### src/rtl/lsu_axi_bridge.sv
// LSU-to-AXI4-Lite bridge: one single-beat read or write in flight,
// completed by a one-cycle response pulse back to the load/store unit.
module lsu_axi_bridge #(
  parameter int ADDR_W = 32,
  parameter int DATA_W = 32
) (
  input  logic                  clock,
  input  logic                  reset,
  input  logic                  reqValid,
  input  logic                  req_wen,
  input  logic [ADDR_W-1:0]     req_addr,
  input  logic [DATA_W-1:0]     req_wdata,
  input  logic [DATA_W/8-1:0]   req_wmask,
  output logic                  respValid,
  output logic [DATA_W-1:0]     resp_rdata,
  output logic                  resp_err,
  output logic                  busy,
  output logic [ADDR_W-1:0]     awaddr,
  output logic                  awvalid,
  input  logic                  awready,
  output logic [DATA_W-1:0]     wdata,
  output logic [DATA_W/8-1:0]   wstrb,
  output logic                  wvalid,
  input  logic                  wready,
  input  logic [1:0]            bresp,
  input  logic                  bvalid,
  output logic                  bready,
  output logic [ADDR_W-1:0]     araddr,
  output logic                  arvalid,
  input  logic                  arready,
  input  logic [DATA_W-1:0]     rdata,
  input  logic [1:0]            rresp,
  input  logic                  rvalid,
  output logic                  rready
);

  typedef enum logic [2:0] {
    IDLE,
    RD_ADDR,
    RD_DATA,
    WR_REQ,
    WR_RESP,
    DONE
  } state_t;

  state_t                state;
  logic [ADDR_W-1:0]     addr_q;
  logic [DATA_W-1:0]     wdata_q;
  logic [DATA_W/8-1:0]   wmask_q;
  logic                  aw_done;
  logic                  w_done;

  logic aw_hs;
  logic w_hs;
  logic aw_fin;
  logic w_fin;

  // A channel counts as finished if it completed earlier or completes now.
  always_comb begin
    aw_hs  = awvalid & awready;
    w_hs   = wvalid & wready;
    aw_fin = aw_done | aw_hs;
    w_fin  = w_done | w_hs;
  end

  assign awaddr = addr_q;
  assign araddr = addr_q;
  assign wdata  = wdata_q;
  assign wstrb  = wmask_q;

  logic unused_bits;
  assign unused_bits = ^{req_addr[1:0], rresp[0], bresp[0]};

  always_ff @(posedge clock) begin
    if (!reset) begin
      state      <= IDLE;
      addr_q     <= '0;
      wdata_q    <= '0;
      wmask_q    <= '0;
      aw_done    <= 1'b0;
      w_done     <= 1'b0;
      respValid  <= 1'b0;
      resp_rdata <= '0;
      resp_err   <= 1'b0;
      busy       <= 1'b0;
      arvalid    <= 1'b0;
      rready     <= 1'b0;
      awvalid    <= 1'b0;
      wvalid     <= 1'b0;
      bready     <= 1'b0;
    end else begin
      unique case (state)
        IDLE: begin
          if (reqValid) begin
            addr_q  <= {req_addr[ADDR_W-1:2], 2'b00};
            wdata_q <= req_wdata;
            wmask_q <= req_wmask;
            busy    <= 1'b1;
            if (req_wen) begin
              state   <= WR_REQ;
              awvalid <= 1'b1;
              wvalid  <= 1'b1;
            end else begin
              state   <= RD_ADDR;
              arvalid <= 1'b1;
            end
          end
        end
        RD_ADDR: begin
          if (arready) begin
            arvalid <= 1'b0;
            rready  <= 1'b1;
            state   <= RD_DATA;
          end
        end
        RD_DATA: begin
          if (rvalid) begin
            rready     <= 1'b0;
            resp_rdata <= rdata;
            resp_err   <= rresp[1];
            respValid  <= 1'b1;
            busy       <= 1'b0;
            state      <= DONE;
          end
        end
        WR_REQ: begin
          if (aw_hs) begin
            awvalid <= 1'b0;
            aw_done <= 1'b1;
          end
          if (w_hs) begin
            wvalid <= 1'b0;
            w_done <= 1'b1;
          end
          if (aw_fin && w_fin) begin
            aw_done <= 1'b0;
            w_done  <= 1'b0;
            bready  <= 1'b1;
            state   <= WR_RESP;
          end
        end
        WR_RESP: begin
          if (bvalid) begin
            bready     <= 1'b0;
            resp_rdata <= '0;
            resp_err   <= bresp[1];
            respValid  <= 1'b1;
            busy       <= 1'b0;
            state      <= DONE;
          end
        end
        DONE: begin
          respValid <= 1'b0;
          state     <= IDLE;
        end
        default: begin
          state <= IDLE;
        end
      endcase
    end
  end

endmodule
### config.mk
export PLATFORM = sky130hd
export DESIGN_NAME = lsu_axi_bridge
export DESIGN_NICKNAME = d
export VERILOG_FILES = /design/src/rtl/lsu_axi_bridge.sv
export SDC_FILE = /design/constraint.sdc
export NUM_CORES = 1
export LEC_CHECK = 0
export BUFFER_PORTS_ARGS = -buffer_cell sky130_fd_sc_hd__buf_4
export CORE_MARGIN = 2
export CORE_UTILIZATION = 39
export DETAILED_ROUTE_END_ITERATION = 8
export PLACE_DENSITY = 0.76
export SLEW_MARGIN = 20
export SYNTH_ARGS = -nofsm -noshare
export SYNTH_HDL_FRONTEND = slang
export SYNTH_SLANG_ARGS = --single-unit
### constraint.sdc
create_clock -name clock -period 1.7 [get_ports clock]
set_input_delay 0.085 -clock clock [delete_from_list [all_inputs] [get_ports clock]]
set_output_delay 0.085 -clock clock [all_outputs]
set_load 0.05 [all_outputs]
# == Yosys cells after proc, flatten, opt, wreduce, memory -nomap -nowiden ==
# Index checks and enable logic that the tools add are counted.
# word_totals
in_bits,113
elab_cells,94
out_inout_bits,140
register_bits,111
# classes
muxes,38
bitwise,4
n_eq_ne,14
n_reduce_logical,23
# ops
op,n
2-to-1 mux 32 bit,2
case mux 32 bit (2 select lines),1
2-to-1 mux 1 bit,20
"inequality test 2 bit, second input constant",9
AND reduction 4 bit,4
2-to-1 mux 3 bit,5
case mux 3 bit (5 select lines),1
nonzero test 2 bit,7
case mux 1 bit (2 select lines),6
AND reduction 3 bit,4
"== test 3 x 2 -> 1 bit, second input constant",2
"== test 3 bit, second input constant",2
case mux 1 bit (3 select lines),2
AND reduction 2 bit,3
nonzero test 3 bit,2
AND reduction 5 bit,1
"== test 3 x 1 -> 1 bit, second input constant",1
logical NOT 3 bit,1
AND 1 bit,2
2-to-1 mux 2 bit,1
bitwise OR 1 bit,2
logical AND 1 bit,1

# == Longest topological paths before layout ==
# Gate-level depths: netlist (run 1).
# depth
word_depth,5
depth_mapped,7
mapped_depth_nobuf,3

# == Worst setup path after synthesis (run 1) ==
# OpenSTA, ideal clock, no wires.
# synth_timing
kind,register -> register
from,reg state[0]
to,reg addr_q[17] (netlist: araddr[17])
n_path_buf,4
path_stages_with_launch,8
arrival_time_ns,1.449
required_ns,1.568
setup_time_ns,0.132
setup_slack_ns,0.119
period_less_slack_ns,1.581
path_cell_list,dfxtp_1 -> buf_2 -> or4b_1 -> buf_2 -> buf_6 -> buf_2 -> nand2_1 -> a21oi_1
# synth_via
elab_chain_len,2
# synth_rtl
item,line,source
"start, declared",46,state_t state;
"start signal, assigned",76,state <= IDLE;
"start signal, assigned",100,state <= WR_REQ;
"start signal, assigned",104,state <= RD_ADDR;
logical NOT 3 bit,92,unique case (state)
AND reduction 2 bit (no line),--,
"end signal, assigned",95,"addr_q <= {req_addr[ADDR_W-1:2], 2'b00};"
"end, declared",47,logic [ADDR_W-1:0] addr_q;
# No other way between the ends.
# A chain may end at the register's enable or synchronous reset.

# == Worst setup path after layout (run 1) ==
# layout_timing
from,reg state[2]
to,reg addr_q[10] (netlist: araddr[10])
# Same word-level chain as after synthesis.

==> results of run 1 <==
==> registers in the layout, summed over array words and instances, names as in the netlist, 3 cells and up <==
register / count
wdata: 32
araddr: 30
resp_rdata: 32
state: 3
wstrb: 4
==> synth_stat cells <==
cell type                   instances
sky130_fd_sc_hd__a31oi_1            2
sky130_fd_sc_hd__buf_2              8
sky130_fd_sc_hd__buf_6              1
sky130_fd_sc_hd__a311o_1            1
sky130_fd_sc_hd__nand4bb_1          2
sky130_fd_sc_hd__or3_1              1
sky130_fd_sc_hd__a21boi_1           1
sky130_fd_sc_hd__a22oi_1            1
sky130_fd_sc_hd__and3b_1            1
sky130_fd_sc_hd__nor2b_1            1
sky130_fd_sc_hd__o221a_2            1
sky130_fd_sc_hd__nand2b_1           1
sky130_fd_sc_hd__inv_1              5
sky130_fd_sc_hd__o31ai_1            2
sky130_fd_sc_hd__nor2_1             5
sky130_fd_sc_hd__nand3b_1           1
sky130_fd_sc_hd__nand3_1           34
sky130_fd_sc_hd__nor4b_2            1
sky130_fd_sc_hd__mux2i_1            2
sky130_fd_sc_hd__buf_4             34
sky130_fd_sc_hd__and2_1             1
sky130_fd_sc_hd__a311oi_1           3
sky130_fd_sc_hd__clkbuf_1          33
sky130_fd_sc_hd__o22a_1             1
sky130_fd_sc_hd__inv_2              1
sky130_fd_sc_hd__o22ai_1            1
sky130_fd_sc_hd__nand2_1          168
sky130_fd_sc_hd__nor4bb_1           2
sky130_fd_sc_hd__a21oi_1          103
sky130_fd_sc_hd__a211oi_1           1
sky130_fd_sc_hd__o21ai_0            1
sky130_fd_sc_hd__o2bb2ai_1          1
sky130_fd_sc_hd__or4b_1             1
sky130_fd_sc_hd__conb_1             1
sky130_fd_sc_hd__dfxtp_1          111
sky130_fd_sc_hd__nor3_1             2
sky130_fd_sc_hd__nor3b_1            2
sky130_fd_sc_hd__nand4b_1           1
==> worst min path at each step <==
stage / start / end / slack, ps / depth (start not counted)
3_5_place_dp: req_wmask[3] / wstrb[3]$_SDFFE_PN0P_ / 340 / 3
3_3_place_gp: req_wdata[31] / wdata[31]$_SDFFE_PN0P_ / 330 / 3
6_report: bresp[1] / resp_err$_SDFFE_PN0P_ / 30 / 3
4_1_cts: bresp[1] / resp_err$_SDFFE_PN0P_ / 9 / 3
2_1_floorplan: reset / state[0]$_SDFFE_PN0P_ / 200 / 1
5_1_grt: bresp[1] / resp_err$_SDFFE_PN0P_ / 20 / 3
==> routing by layer <==
metal  GRT usage (%)  wire length, um  vias up  share of wire [%]
met2           43.21             7623      225                 53
met4           9.249              416        0                2.9
li1                -                -     2329                  -
met3           7.472             1157       35                8.0
met1           23.59             5297     2198                 37
met5               0                0        -                  0
==> layout make-up <==
cell class / count / area, um^2 / area share (%)
Clock buffer: 13 / 148.9 / 2.044
Clock inverter: 3 / 42.54 / 0.5841
Inverter: 6 / 23.77 / 0.3264
Multi-Input combinational cell: 349 / 1668 / 22.90
Sequential cell: 111 / 2222 / 30.51
Tap cell: 140 / 175.2 / 2.405
Timing Repair Buffer: 359 / 3003 / 41.23
==> per-stage QoR <==
stage | setup slack, ps | std cells | hold WS (ps)
6_report | 59.51 | 981 | 25.33
3_3_place_gp | 83.73 | 862 | 332.1
5_1_grt | 18.71 | 981 | 22.75
3_5_place_dp | 87.97 | 862 | 343.4
4_1_cts | 68.34 | 981 | 9.308
2_1_floorplan | 118.9 | 542 | 201.9
==> worst register-to-register path, cell delays in order, from the launching register on <==
cell	delay, ps
sky130_fd_sc_hd__dfxtp_1	320
sky130_fd_sc_hd__or4b_2	710
sky130_fd_sc_hd__buf_12	220
sky130_fd_sc_hd__nand2_1	180
sky130_fd_sc_hd__a21oi_1	90
==> kinds of logic after synthesis <==
| logic type | after synthesis | share of synthesized area (%) |
|---|---|---|
| other | 1 | 0.08715 |
| multiplexers | 2 | 0.4653 |
| AND/OR/NAND/NOR | 224 | 22.36 |
| AO/OA/AOI/OAI | 119 | 14.92 |
| buffers and inverters | 82 | 10.53 |
| flip-flops | 111 | 51.64 |
==> power by group through the flow <==
stage	Clock [W]	Sequential (W)	Combinational, W
4_1_cts	0.00163	0.00300	0.00285
5_1_grt	0.00173	0.00304	0.00303
3_3_place_gp	0	0.00305	0.00263
6_report	0.00157	0.00300	0.00288
2_1_floorplan	0	0.00385	0.00106
3_5_place_dp	0	0.00306	0.00266
==> timing repair <==
action,4_1_cts,5_1_grt
gates resized for setup,0,1
endpoints found under the setup margin,0,4
endpoints found under the hold margin,105,0
hold buffers,103,0
==> parameters.txt, run 1 <==
Parameter                              Value

Layout
  Highest-count cells in the layout ignoring fill and taps ... 252 x sky130_fd_sc_hd__buf_4, 168 x sky130_fd_sc_hd__nand2_1, 111 x sky130_fd_sc_hd__dfxtp_1, 103 x sky130_fd_sc_hd__a21oi_1, 103 x sky130_fd_sc_hd__dlygate4sd3_1
  Antenna diode count ... 0
  Fin area ... 0.007283 mm^2
  Count of nets after finishing ... between 900 and 1000
  Proportion of layout cells with a drive suffix above 1 ... 32.70%
  Commonest non-fill, non-tap cell in the layout ... sky130_fd_sc_hd__buf_4
  Synth-to-layout area growth ... 69.26%
  Final core utilization ... 67.48%
  Number of fill cells ... 832

Placed design
  Post-DP HPWL ... roughly 9 mm
  Number of buffers added on ports ... 244
  Post-Place Cell Area ... 0.006056 mm^2
  RD Place Congestion ... 0.8237

Yosys
  Number of distinct library cells after synthesis ... 38
  Post-synthesis instance area ... 0.004303 mm^2
  Yosys synthesis warning count ... 0
  Synthesized area per cell ... 7.983 um^2
  Seq cells post-synth ... between 100 and 150
  Post-synthesis sequential area ratio ... 51.64%
  Synth top area cells ... sky130_fd_sc_hd__dfxtp_1 52%, sky130_fd_sc_hd__nand2_1 15%, sky130_fd_sc_hd__a21oi_1 12%, sky130_fd_sc_hd__buf_4 5.9%, sky130_fd_sc_hd__nand3_1 4.0%
  Cell count after synthesis ... around 540
  Cell type with the highest aggregate area in the netlist ... sky130_fd_sc_hd__dfxtp_1
  Portion of synthesized cell area occupied by the leading cell type ... 51.64%

Setup path
  Worst reg2reg setup slack ... 60 ps
  Endpoint of the most critical register-to-register path ... araddr[10]$_SDFFE_PN0P_
  Capturing element of the worst setup path ... araddr[10]$_SDFFE_PN0P_
  CP Buf/Inv Count ... 1
  CP peak stage delay ... a little over 700 ps
  Critical Path, Cell by Cell ... or4b_2 > buf_12 > nand2_1 > a21oi_1
  Kind of end point of the critical path ... register
  Number of cells on the worst reg-to-reg path ... 4
  Slowest stage cell, crit path ... sky130_fd_sc_hd__or4b_2
  Required time of the critical path ... about 1900 ps
  Maximum fanout along the worst path ... 68
  Count of cell instances traversed by the critical path ... 4
  Crit start category ... register
  Launching element of the worst setup path ... state[2]$_SDFFE_PN0P_
  Crit path max-delay family ... simple AND/OR/NAND/NOR gates
  Arrival time worst endpoint ... 1890 ps
  Launch instance of the worst register-to-register path ... state[2]$_SDFFE_PN0P_
  WS Path Type ... register to register

GRT
  Maximum number of pins on one net before global-route repair ... 69
  Total Routing Usage GR ... 23.13%
  Vias in the first global route ... 4588
  Number of antenna violations at the first check in global routing ... 0
  Remaining Overflow, GRT ... 0
  Wire length of the first global-routing pass ... about 22 mm

Clock network
  TritonCTS clock tree ... yes
  Clk sinks ... 111
  CTS buffer count ... 9
  Register clock-pin slew on the reported worst setup and hold paths ... 100 ps
  Worst-skew pair later-pin latency ... 360 ps
  Setup repair bufs after CTS ... 0
  Level count of the clock H-tree ... 3
  Root cell of the clock tree ... sky130_fd_sc_hd__clkbuf_8
  Longest Clk Path Bufs ... 2

Pwr
  Pwr/cell area ... between 1000 and 1500 mW/mm^2
  Combinational share of power ... 38.6%
  VDD IR-drop max ... 561.2 uV
  Share of total power in the clock network ... 21.1%
  Cell leakage power ... 3.194 nW
  Total chip power ... 0.007449 W
  Total internal power ... 0.004565 W
  Switching Fraction ... 38.71%
  Switching Power ... 0.002884 W
  Sequential group share of total power ... 40.3%

Min path
  Path type of the worst min-delay path ... input pin to register

Timing
  Pins over their slew limit ... 0
  RSZ-0062 raised after global routing ... no
  Peak Freq ... 0.6096 GHz
  Post-Route Setup TNS ... 0 ps
  Share of the cycle needed by the critical path after routing ... 96.50%
  Final hold violation count ... 0
  Period minus WS final ... 1640 ps
  Total of endpoints with negative setup slack in the final report ... 0
  Clock skew ... approximately 10 ps

Routing
  Post-DR vias/cell ... 4.880
  Count of unresolved DRC violations after routing ... 0
  Average detailed-routed wire length per instance ... 14.78 um
  Total iterations of the first detailed-routing run ... 4
  Via count ... 4787
  Final antenna-violating net count ... 0
  Starting DRC count in detailed routing ... 257
  Detailed Route WL ... 14.50 mm

Floorplanning
  Initial Util ... between 30% and 40%
  Area of the placeable core ... 0.01079 mm^2
  Area of the die ... 0.01189 mm^2
  I/O pins ... 253
  Vertical die dimension ... roughly 110 um
  Number of placement rows ... 38
  Die W ... 109.0 um

Job
  Max-cap check violation count ... 0

Status
  Run status ... finished clean
Power figures use the tool's default switching activity.
==> run 2: changes to the inputs <==
- RECOVER_POWER: unset -> 25
==> run 2 against run 1 <==
Against the previous run:
- die area did not move
- register-to-register slack barely moved
- core utilization fell by 2.1 points
- critical path depth did not move
- final area fell by 3.1%
- global-route usage did not move
- combinational power fell by 4%
- critical path type unchanged
- largest cell class unchanged
- highest routed layer unchanged
==> parameters.txt, run 2 (synthesis gave the netlist of run 1 again) <==
Parameter                              Value

Routing
  Metal-1 WL ... 5.410 mm
  Average detailed-routed wire length per instance ... 14.79 um
  Highest metal layer with signal wires ... met4
  Total iterations of the first detailed-routing run ... 4
  Via count ... 4787
  Final antenna-violating net count ... 0
  Count of unresolved DRC violations after routing ... 0
  Starting DRC count in detailed routing ... between 300 and 400
  Routed met3 length ... 1.101 mm
  Met2 Wirelength ... 7.576 mm
  Detailed Route WL ... 14.51 mm
  Post-DR vias/cell ... 4.880

Clock network
  Worst-skew pair later-pin latency ... 370 ps
  CTS buffer count ... 9
  Register clock-pin slew on the reported worst setup and hold paths ... 100 ps
  Root cell of the clock tree ... sky130_fd_sc_hd__clkbuf_8
  TritonCTS clock tree ... yes
  Level count of the clock H-tree ... 3
  Clk sinks ... 111
  Longest Clk Path Bufs ... 2

Layout
  Highest-count cells in the layout ignoring fill and taps ... 191 x sky130_fd_sc_hd__buf_4, 168 x sky130_fd_sc_hd__nand2_1, 111 x sky130_fd_sc_hd__dfxtp_1, 103 x sky130_fd_sc_hd__a21oi_1, 103 x sky130_fd_sc_hd__dlygate4sd3_1
  Antenna diode count ... 0
  Commonest non-fill, non-tap cell in the layout ... sky130_fd_sc_hd__buf_4
  Fin area ... 0.007054 mm^2
  Synth-to-layout area growth ... 63.94%
  Count of nets after finishing ... approximately 950
  Proportion of layout cells with a drive suffix above 1 ... 25.45%

Setup path
  Maximum fanout along the worst path ... ~70
  Endpoint of the most critical register-to-register path ... araddr[10]$_SDFFE_PN0P_
  Required time of the critical path ... 1940 ps
  Critical Path, Cell by Cell ... or4b_2 > buf_12 > nand2_1 > a21oi_1
  Slowest stage cell, crit path ... sky130_fd_sc_hd__or4b_2
  Arrival time worst endpoint ... about 1900 ps
  Number of cells on the worst reg-to-reg path ... 4
  Worst reg2reg setup slack ... 60 ps
  Crit start category ... register
  CP peak stage delay ... ~700 ps
  Kind of end point of the critical path ... register
  WS Path Type ... register to register
  Launch instance of the worst register-to-register path ... state[2]$_SDFFE_PN0P_

Placed design
  Number of buffers added on ports ... 244
  Post-DP HPWL ... 8.878 mm
  Post-Place Cell Area ... 0.006056 mm^2
  RD Place Congestion ... 0.8237

Timing
  RSZ-0062 raised after global routing ... no
  Peak Freq ... 0.6085 GHz
  Pins over their slew limit ... 0
  Clock skew ... 13.63 ps
  Total of endpoints with negative setup slack in the final report ... 0
  Period minus WS final ... 1643 ps
  Share of the cycle needed by the critical path after routing ... 96.67%
  Relative slew slack ... between 50% and 60%
  Post-Route Setup TNS ... 0 ps
  Slew at the pin closest to its max-slew limit ... 658.9 ps
  Final hold violation count ... 0

Min path
  Path type of the worst min-delay path ... input pin to register
  Worst Hold End ... resp_err$_SDFFE_PN0P_
  Worst hold stages ... 3
  Launch point of the worst hold path ... bresp[1]

Floorplanning
  Die W ... 109.0 um
  Area of the die ... 0.01189 mm^2
  Area of the placeable core ... ~0.011 mm^2
  Number of placement rows ... 38
  I/O pins ... 253
  Initial Util ... 39.87%
  Vertical die dimension ... 109.0 um

Status
  Run status ... finished clean

Pwr
  Switching Power ... a little under 0.003 W
  Sequential group share of total power ... between 40% and 50%
  Combinational share of power ... 37.7%
  VDD IR-drop max ... 565.5 uV
  Cell leakage power ... 2.938 nW
  Total internal power ... 0.004458 W
  Share of total power in the clock network ... between 20% and 30%
  Total chip power ... roughly 0.0073 W
  Switching Fraction ... between 30% and 40%
  Pwr/cell area ... 1041 mW/mm^2

GRT
  Number of antenna violations at the first check in global routing ... 0
  Total Routing Usage GR ... 23.13%
  Maximum number of pins on one net before global-route repair ... 69
  Remaining Overflow, GRT ... 0
  Vias in the first global route ... 4588
  Wire length of the first global-routing pass ... 21.58 mm

Job
  Max-cap check violation count ... 0
==> run 2: per-layer routing <==
metal | up-vias | global-route usage, %
met4 | 0 | 9.249
met3 | 36 | 7.472
met2 | 214 | 43.21
li1 | 2336 | -
met5 | - | 0
met1 | 2201 | 23.59
==> run 2: final cells by class <==
cell class                 count  area (um^2)
inverter                       6        23.77
fill                         894         3739
clock inverter                 3        42.54
sequential                   111         2222
tap                          140        175.2
clock buffer                  13        148.9
timing repair buffer         359         2774
multi-input combinational    349         1668
==> run 2: repair_timing <==
| action | CTS | global route |
|---|---|---|
| buffers inserted | 0 | 0 |
| endpoints found under the setup margin | 0 | 4 |
| hold endpoints to repair | 105 | 0 |
| gates resized for setup | 0 | 1 |
| hold buffers | 103 | 0 |
==> run 2: worst max path at each step <==
stage | cells after the start | slack (ps) | from | end
6_report | 4 | 60 | state[2]$_SDFFE_PN0P_ | araddr[10]$_SDFFE_PN0P_
5_1_grt | 4 | 20 | state[2]$_SDFFE_PN0P_ | arvalid$_SDFFE_PN0P_
3_3_place_gp | 4 | 80 | state[2]$_SDFFE_PN0P_ | arvalid$_SDFFE_PN0P_
2_1_floorplan | 7 | 120 | state[0]$_SDFFE_PN0P_ | araddr[17]$_SDFFE_PN0P_
3_5_place_dp | 4 | 90 | state[2]$_SDFFE_PN0P_ | arvalid$_SDFFE_PN0P_
4_1_cts | 4 | 70 | state[2]$_SDFFE_PN0P_ | arvalid$_SDFFE_PN0P_
==> run 2: power by group through the flow <==
stage / clock, W / sequential [W] / combinational [W]
floorplan: 0 / 0.00385 / 0.00106
global placement: 0 / 0.00305 / 0.00263
detailed placement: 0 / 0.00306 / 0.00266
CTS: 0.00163 / 0.00300 / 0.00285
global route: 0.00173 / 0.00303 / 0.00292
finish: 0.00157 / 0.00300 / 0.00277
==> run 2: through the flow <==
step | hold WS [ps] | cells | setup WS, ps | util (%)
after CTS | 9.308 | 981 | 68.34 | 67.44
after global placement | 332.1 | 862 | 83.73 | 56.11
after floorplan | 201.9 | 542 | 118.9 | -
after global routing | 22.75 | 981 | 18.71 | 65.36
final | 22.43 | 981 | 56.56 | 65.36
after detailed placement | 343.4 | 862 | 87.97 | 56.11
==> run 2: critical path, delay by kind of cell, from the launching register on <==
family | cells | cell delay [ps]
simple gates | 2 | 840
compound gates | 1 | 90
buf+inv | 1 | 220
flops | 1 | 320
